**src/rtl/sprite_slot_scheduler.sv**
```systemverilog
// Shares one sprite ROM between NUM_SLOTS screen slots: per-pixel hit test, ROM address, aligned slot id.
// Optional SPRITE_HFLIP_EN adds a per-slot horizontal mirror bit (cfg_flip).
package sprite_slot_scheduler_pkg;
    typedef struct packed {
        logic       en;
`ifdef SPRITE_HFLIP_EN
        logic       flip;
`endif
        logic [9:0] x;
        logic [9:0] y;
    } slot_t;
endpackage

module sprite_slot_hit
    import sprite_slot_scheduler_pkg::*;
#(
    parameter int SPR_W  = 35,
    parameter int SPR_H  = 58,
    parameter int ADDR_W = 11
) (
    input  slot_t              slot,
    input  logic [9:0]         DrawX,
    input  logic [9:0]         DrawY,
    input  logic               blank,
    output logic               hit,
    output logic [ADDR_W-1:0]  addr
);
    logic [10:0]       x_end, y_end;
    logic [9:0]        dx, dy;
    logic [ADDR_W-1:0] col;

    // 11-bit window ends so a sprite near column/row 1023 does not wrap to 0
    assign x_end = {1'b0, slot.x} + 11'(SPR_W);
    assign y_end = {1'b0, slot.y} + 11'(SPR_H);
    assign dx    = DrawX - slot.x;
    assign dy    = DrawY - slot.y;

    assign hit = slot.en && blank &&
                 (DrawX >= slot.x) && ({1'b0, DrawX} < x_end) &&
                 (DrawY >= slot.y) && ({1'b0, DrawY} < y_end);

`ifdef SPRITE_HFLIP_EN
    assign col = slot.flip ? ADDR_W'(SPR_W - 1) - ADDR_W'(dx) : ADDR_W'(dx);
`else
    assign col = ADDR_W'(dx);
`endif
    assign addr = col + ADDR_W'(dy) * ADDR_W'(SPR_W);
endmodule

module sprite_slot_scheduler
    import sprite_slot_scheduler_pkg::*;
#(
    parameter  int NUM_SLOTS = 4,
    parameter  int SPR_W     = 35,
    parameter  int SPR_H     = 58,
    parameter  int ADDR_W    = 11,
    localparam int SLOT_W    = $clog2(NUM_SLOTS)
) (
    input  logic              vga_clk,
    input  logic              Reset,
    input  logic [9:0]        DrawX,
    input  logic [9:0]        DrawY,
    input  logic              blank,
    input  logic              cfg_we,
    input  logic [SLOT_W-1:0] cfg_slot,
    input  logic [9:0]        cfg_x,
    input  logic [9:0]        cfg_y,
    input  logic              cfg_en,
`ifdef SPRITE_HFLIP_EN
    input  logic              cfg_flip,
`endif
    output logic              cfg_ack,
    output logic              frame_start,
    output logic [ADDR_W-1:0] rom_address,
    output logic              hit_valid,
    output logic [SLOT_W-1:0] pix_slot
);
    slot_t [NUM_SLOTS-1:0]              shadow, active;
    slot_t                              new_slot;
    logic                               pending, accept, commit;
    logic [NUM_SLOTS-1:0]               hit;
    logic [NUM_SLOTS-1:0][ADDR_W-1:0]   addr;
    logic                               found;
    logic [SLOT_W-1:0]                  win, s1_slot;
    logic [ADDR_W-1:0]                  win_addr;
    logic [1:0]                         vld_pipe;

    assign accept = cfg_we && (32'(cfg_slot) < NUM_SLOTS);
    assign commit = pending && (DrawX == 10'd0) && (DrawY == 10'd0);

    always_comb begin
        new_slot    = '0;
        new_slot.en = cfg_en;
        new_slot.x  = cfg_x;
        new_slot.y  = cfg_y;
`ifdef SPRITE_HFLIP_EN
        new_slot.flip = cfg_flip;
`endif
    end

    for (genvar i = 0; i < NUM_SLOTS; i++) begin : g_slot
        sprite_slot_hit #(.SPR_W(SPR_W), .SPR_H(SPR_H), .ADDR_W(ADDR_W)) u_hit (
            .slot(active[i]), .DrawX(DrawX), .DrawY(DrawY), .blank(blank),
            .hit(hit[i]), .addr(addr[i])
        );
    end

    // Descending scan so the lowest-index hitting slot is the last assignment
    always_comb begin
        found    = 1'b0;
        win      = '0;
        win_addr = '0;
        for (int i = NUM_SLOTS - 1; i >= 0; i--) begin
            if (hit[i]) begin
                found    = 1'b1;
                win      = SLOT_W'(i);
                win_addr = addr[i];
            end
        end
    end

    // A write landing on the commit cycle goes to shadow and re-arms pending
    always_ff @(posedge vga_clk or posedge Reset) begin
        if (Reset) begin
            shadow      <= '0;
            active      <= '0;
            pending     <= 1'b0;
            cfg_ack     <= 1'b0;
            frame_start <= 1'b0;
        end else begin
            cfg_ack     <= accept;
            frame_start <= commit;
            if (commit) active <= shadow;
            for (int i = 0; i < NUM_SLOTS; i++)
                if (accept && cfg_slot == SLOT_W'(i)) shadow[i] <= new_slot;
            if (accept)      pending <= 1'b1;
            else if (commit) pending <= 1'b0;
        end
    end

    // Stage 1 feeds the ROM (read on negedge); stage 2 lines id/valid up with q
    always_ff @(posedge vga_clk or posedge Reset) begin
        if (Reset) begin
            rom_address <= '0;
            s1_slot     <= '0;
            pix_slot    <= '0;
            vld_pipe    <= '0;
        end else begin
            rom_address <= win_addr;
            s1_slot     <= win;
            pix_slot    <= s1_slot;
            vld_pipe    <= {vld_pipe[0], found};
        end
    end

    assign hit_valid = vld_pipe[1];
endmodule

```
**config.mk**
```make
export PLATFORM = sky130hd
export DESIGN_NAME = sprite_slot_scheduler
export DESIGN_NICKNAME = d
export VERILOG_FILES = /design/src/rtl/sprite_slot_scheduler.sv
export SDC_FILE = /design/constraint.sdc
export NUM_CORES = 1
export LEC_CHECK = 0
export CORE_ASPECT_RATIO = 0.7
export CORE_MARGIN = 1.5
export CORE_UTILIZATION = 45
export DETAILED_ROUTE_END_ITERATION = 8
export PLACE_DENSITY = 0.67
export SETUP_SLACK_MARGIN = 0.1
export SLEW_MARGIN = 20
export SYNTH_ARGS = -nofsm -noshare
export SYNTH_HDL_FRONTEND = slang
export SYNTH_SLANG_ARGS = --single-unit
export TNS_END_PERCENT = 1
```
**constraint.sdc**
```tcl
create_clock -name vga_clk -period 10.2 [get_ports vga_clk]
set_clock_uncertainty 0.1 [all_clocks]
set_input_delay 2.04 -clock vga_clk [delete_from_list [all_inputs] [get_ports vga_clk]]
set_output_delay 2.04 -clock vga_clk [all_outputs]
set_load 0.05 [all_outputs]
```
Word level (Yosys, flattened, before mapping)
Index checks and enable logic that the tools add are counted.
{"block": "classes", "addsub": 20, "eq_ne": 3, "mul": 4, "n_mux": 14, "order_cmp": 16, "n_reduce_logical": 30}
{"cell": "adder 10 x 6 -> 11 bit, second input constant", "count": 8}
{"cell": "< comparator 10 x 11 -> 1 bit", "count": 8}
{"cell": "greater-or-equal comparator 10 bit", "count": 8}
{"cell": "subtractor 10 bit", "count": 8}
{"cell": "adder 10 x 11 -> 11 bit", "count": 4}
{"cell": "multiplier 10 x 6 -> 11 bit, second input constant", "count": 4}
{"cell": "two-way mux 11 bit", "count": 4}
{"cell": "logical AND 1 bit", "count": 26}
{"cell": "logical NOT 10 bit", "count": 2}
{"cell": "two-way mux 2 bit", "count": 4}
{"cell": "two-way mux 1 bit", "count": 6}
{"cell": "equality test 2 bit, second input constant", "count": 2}
{"cell": "equality test 2 x 1 -> 1 bit, second input constant", "count": 1}
{"cell": "logical NOT 2 bit", "count": 1}
{"cell": "nonzero test 2 bit", "count": 1}
{"block": "word_totals", "out_inout_bits": 16, "regBits": 188, "wordCells": 118}

Depth between registers and ports, before layout
{"block": "depth", "word_depth": 9, "mapped_depth": 24, "depth_no_buf": 24}

By module
From an unflattened synthesis, not the netlist that was laid out.
{"block": "unflattened", "hier_cells": 1718, "area_unflattened_um2": 17485.5}
{"module": "sprite_slot_scheduler", "area_per_inst_um2": 7218.2, "instances": 1, "seq_area_each_um2": 4704.5, "cells_each": 451}
{"module": "sprite_slot_hit at g_slot[0].u_hit ...", "area_per_inst_um2": 2541.2, "instances": 2, "seq_area_each_um2": 0.0, "cells_each": 316}
{"module": "sprite_slot_hit at g_slot[3].u_hit", "area_per_inst_um2": 2602.5, "instances": 1, "seq_area_each_um2": 0.0, "cells_each": 316}
{"module": "sprite_slot_hit at g_slot[1].u_hit", "area_per_inst_um2": 2582.5, "instances": 1, "seq_area_each_um2": 0.0, "cells_each": 319}

Least setup slack after synthesis
Ideal clock, no wire load.
{"block": "synth_path", "kind": "input -> register", "startpoint": "in DrawY[0]", "endpoint": "reg rom_address[10]", "t_arrival_ps": 6686, "stages": 22, "setup_time_ps": 87, "path_buffers": 0, "path_slack_ps": 3327, "cell_sequence": "inv_1 ha_1 inv_1 fa_1 a21o_1 a21oi_1 o21ba_2 o21bai_1 xor2_1 ha_1 ha_1 fa_1 inv_1 fa_1 inv_1 ha_1 o41ai_1 o21ai_0 xor2_1 nor3_1 and3b_1 a211oi_2"}
{"block": "synth_via", "elab_chain_cells": 7, "word_cells_on_any_way": 32, "cone_classes": "add/sub (8); mul (4); order compare (8); mux (4); reduce/logical (8)"}
{"item": "start, declared", "line": "62", "rtl": "input logic [9:0] DrawY,"}
{"item": "subtractor 10 bit / greater-or-equal comparator 10 bit (equally long branches)", "line": "36, 40"}
{"item": "multiplier 10 x 6 -> 11 bit / logical AND 1 bit (equally long branches)", "line": "47, 39"}
{"item": "adder 10 x 11 -> 11 bit / logical AND 1 bit (equally long branches)", "line": "47, 40"}
{"item": "two-way mux 11 bit (3 in a row)", "line": "114", "rtl": "if (hit[i]) begin"}
{"item": "two-way mux 11 bit *", "line": "114"}
{"item": "via win_addr[10]", "line": "85", "rtl": "logic [ADDR_W-1:0] win_addr;"}
{"item": "end signal, assigned", "line": "149", "rtl": "rom_address <= win_addr;"}
{"item": "end, declared", "line": "74", "rtl": "output logic [ADDR_W-1:0] rom_address,"}
Mark *: on every way through the listed nets, which the timed path passes. The rest lies on a longest branch.
A chain may end at the register's enable or synchronous reset.

Final worst setup path
{"block": "layout_path", "startpoint": "in DrawY[1]", "endpoint": "reg rom_address[10]"}
Same word-level chain as after synthesis.

==> qor.yml <==
cts-root-buf: "clkbuf_16"
timing.final.crit_share_pct: 77.5
die_area_um2: 40000
p_per_area_nw_per_um2: 136
place_ws_ns: 1.90
period_needed_ns: 7.91
r2r-start: "active[0]"
die_h_um: 168
drt_iter0_drc: 1190
critPathLaunchType: "input pin"
cts_tree: "done"
holdCritStartpoint: "vld_pipe[0]"
postRouteAntennaNets: 0
overflow: 0
holdPathEnd: "vld_pipe[1]"
rows: 60
cts_buffers: 17
design.core.area_um2: 38400
cts_setup_buffers: 0
r2r-end: "rom_address[10]"
wire_per_inst_um: 19.7
grt_pass1_vias: 13200
synth_ff_type: "dfrtp_1"
final_common_cell: "ha_1"
syn_nets: 2261
antennaDiodeCount: 0
peakVddDrop_uv: 111
final.setup.worst_slack_ns: 2.29
yosys_warnings: 0
dpl.hpwl_um: 39200
tns_ns: 0
placement.io_buffers: 62
grt_max_degree: 116
routed_wl_um: 48700
maxSlewHeadroom_pct: 36.5
p_leak_nw: 9.11
crit_path_end_kind: "flop"
vias_per_cell: 5.61
p_comb_share_pct: 42.1
drive_above_1_share_pct: 8.47
grt_pass1_wl_um: 75600
synth_cell_types: 80
io_pins: 63
htreeDepth: 4
pwr-share-clk_pct: 26.1
maxSlewViolCount: 0
seqCellArea_um2: 4700
hold_depth: 0
max_freq_mhz: 126
syn_avg_cell_area_um2: 9.33
antenna_found_initial: 0
multiInputGateArea_um2: 11700
switchingPower_w: 0.000994
ys_seq_elements: 188
cts.sinks: 188
run_status: "finished, final reports clean"
initial_core_util_pct: 45.6
hold_viol: 0
drc: 0
area_growth_pct: 10.6
grtUsageTotal_pct: 24.8
tightest_slew_ns: 0.953
finalSetupViolCount: 0
p_int_w: 0.00164
first_pass_iters: 7
path_class: "input pin to flop"
path_max_fanout: 13
synth-async-reset-ratio_pct: 100
reg2reg_depth: 21
cp.arrival_ns: 8.13
insertion_delay_ns: 0.46
cts.path.max_buffers: 2
clk_pin_slew_ns: 0.07
hp-class: "flop to flop"
finish.net_count: 2324
rsz0062_at_grt: "no"
sequentialPowerShare_pct: 31.9
nFillCells: 3595
vias: 13900
synth_enable_flop_cells: 0
routabilityCongestion: 0.928
cap_violations: 0
syn_area_um2: 17500
final_cell_mix: "285 x ha_1, 239 x inv_1, 188 x dfrtp_1, 168 x nand2_1, 128 x o21ai_0"
p_sw_share_pct: 37.7
syn_inst: 1873
yosysSeqAreaShare_pct: 26.9
reg2reg_slack_ns: 4.49
crit_required_ns: 10.42
ctsHoldBuffers: 0
cts_resized: 0
die_w_um: 239
## layer usage
layer / share of wire (%) / vias to the layer above / GRT usage (%)
met3: 6.8 / 48 / 3.82
met1: 51 / 6773 / 39.1
met4: 1.4 / 0 / 4.73
met2: 41 / 407 / 35.4
met5: 0 / - / 0
li1: - / 6647 / -
## cell usage after synthesis (43+ instances only)
cell / number / area (um^2)
nor2_1: 75 / 282
nor3_1: 48 / 240
a21oi_1: 67 / 335
ha_1: 285 / 3570
nand2_1: 168 / 631
dfrtp_1: 188 / 4700
xnor2_1: 108 / 946
fa_1: 56 / 1120
xor2_1: 43 / 377
mux2_2: 84 / 946
o21ai_0: 128 / 641
inv_1: 240 / 901
## flip-flops by register name, indices dropped and copies added (netlist names)
register	flops
shadow	84
pending	1
cfg_ack	1
rom_address	11
active	84
frame_start	1
s1_slot	2
pix_slot	2
vld_pipe	2
## kinds of logic after synthesis
logic type / after synthesis / share of synthesized area [%]
AND/OR/NAND/NOR: 456 / 12.9
AO/OA/AOI/OAI: 376 / 14.2
adder cells (fa/ha/maj): 341 / 26.8
buffers and inverters: 275 / 6.04
flip-flops: 188 / 26.9
XOR/XNOR: 152 / 7.70
multiplexers: 85 / 5.47
## cell type report
type	count	share of cell area (%)
Multi-Input combinational cell	1410	60.6
Sequential cell	188	24.3
Clock buffer	17	2.20
Clock inverter	14	0.906
Tap cell	527	3.41
Inverter	243	4.76
Timing Repair Buffer	76	3.75
## through the flow
step / instances / instance area (um^2) / utilization, % / hold WS, ns / total power, W
after floorplan: 1873 / 17500 / - / 0.231 / 0.00167
after global placement: 2444 / 18700 / 48.8 / 0.240 / 0.00191
after detailed placement: 2444 / 18700 / 48.8 / 0.242 / 0.00194
after CTS: 2475 / 19300 / 50.4 / 0.259 / 0.00265
after global routing: 2475 / 19300 / 50.4 / 0.271 / 0.00282
final: 2475 / 19300 / 50.4 / 0.254 / 0.00264
## worst max path at each step
stage               startpoint              end  slack [ns]
floorplan                Reset        active[0]        2.95
global placement      DrawY[1]  rom_address[10]        2.08
detailed placement    DrawY[1]  rom_address[10]        1.90
CTS                   DrawY[1]  rom_address[10]        2.34
global route          DrawY[1]  rom_address[10]        2.01
finish                DrawY[1]  rom_address[10]        2.29
## worst max-delay path: stages
cell,delay (ns)
clkdlybuf4s50_1,0.89
ha_1,0.58
nor2b_1,0.22
o31ai_2,0.09
a21o_1,0.19
a21oi_1,0.28
xor2_1,0.26
ha_1,0.28
ha_1,0.33
fa_1,0.54
inv_1,0.05
fa_1,0.54
inv_1,0.05
ha_1,0.22
or4_1,0.52
o311ai_0,0.17
o21ai_0,0.23
xor3_1,0.23
nor3b_1,0.34
a211oi_2,0.07
## power groups by stage
stage	combinational, W	sequential [W]	clock (W)
after global routing	0.00124	0.000849	0.000733
after detailed placement	0.00109	0.000854	0
final	0.00111	0.000841	0.000688
after CTS	0.00110	0.000840	0.000703
after global placement	0.00106	0.000851	0
after floorplan	0.000820	0.000845	0
Power figures use the tool's default switching activity.
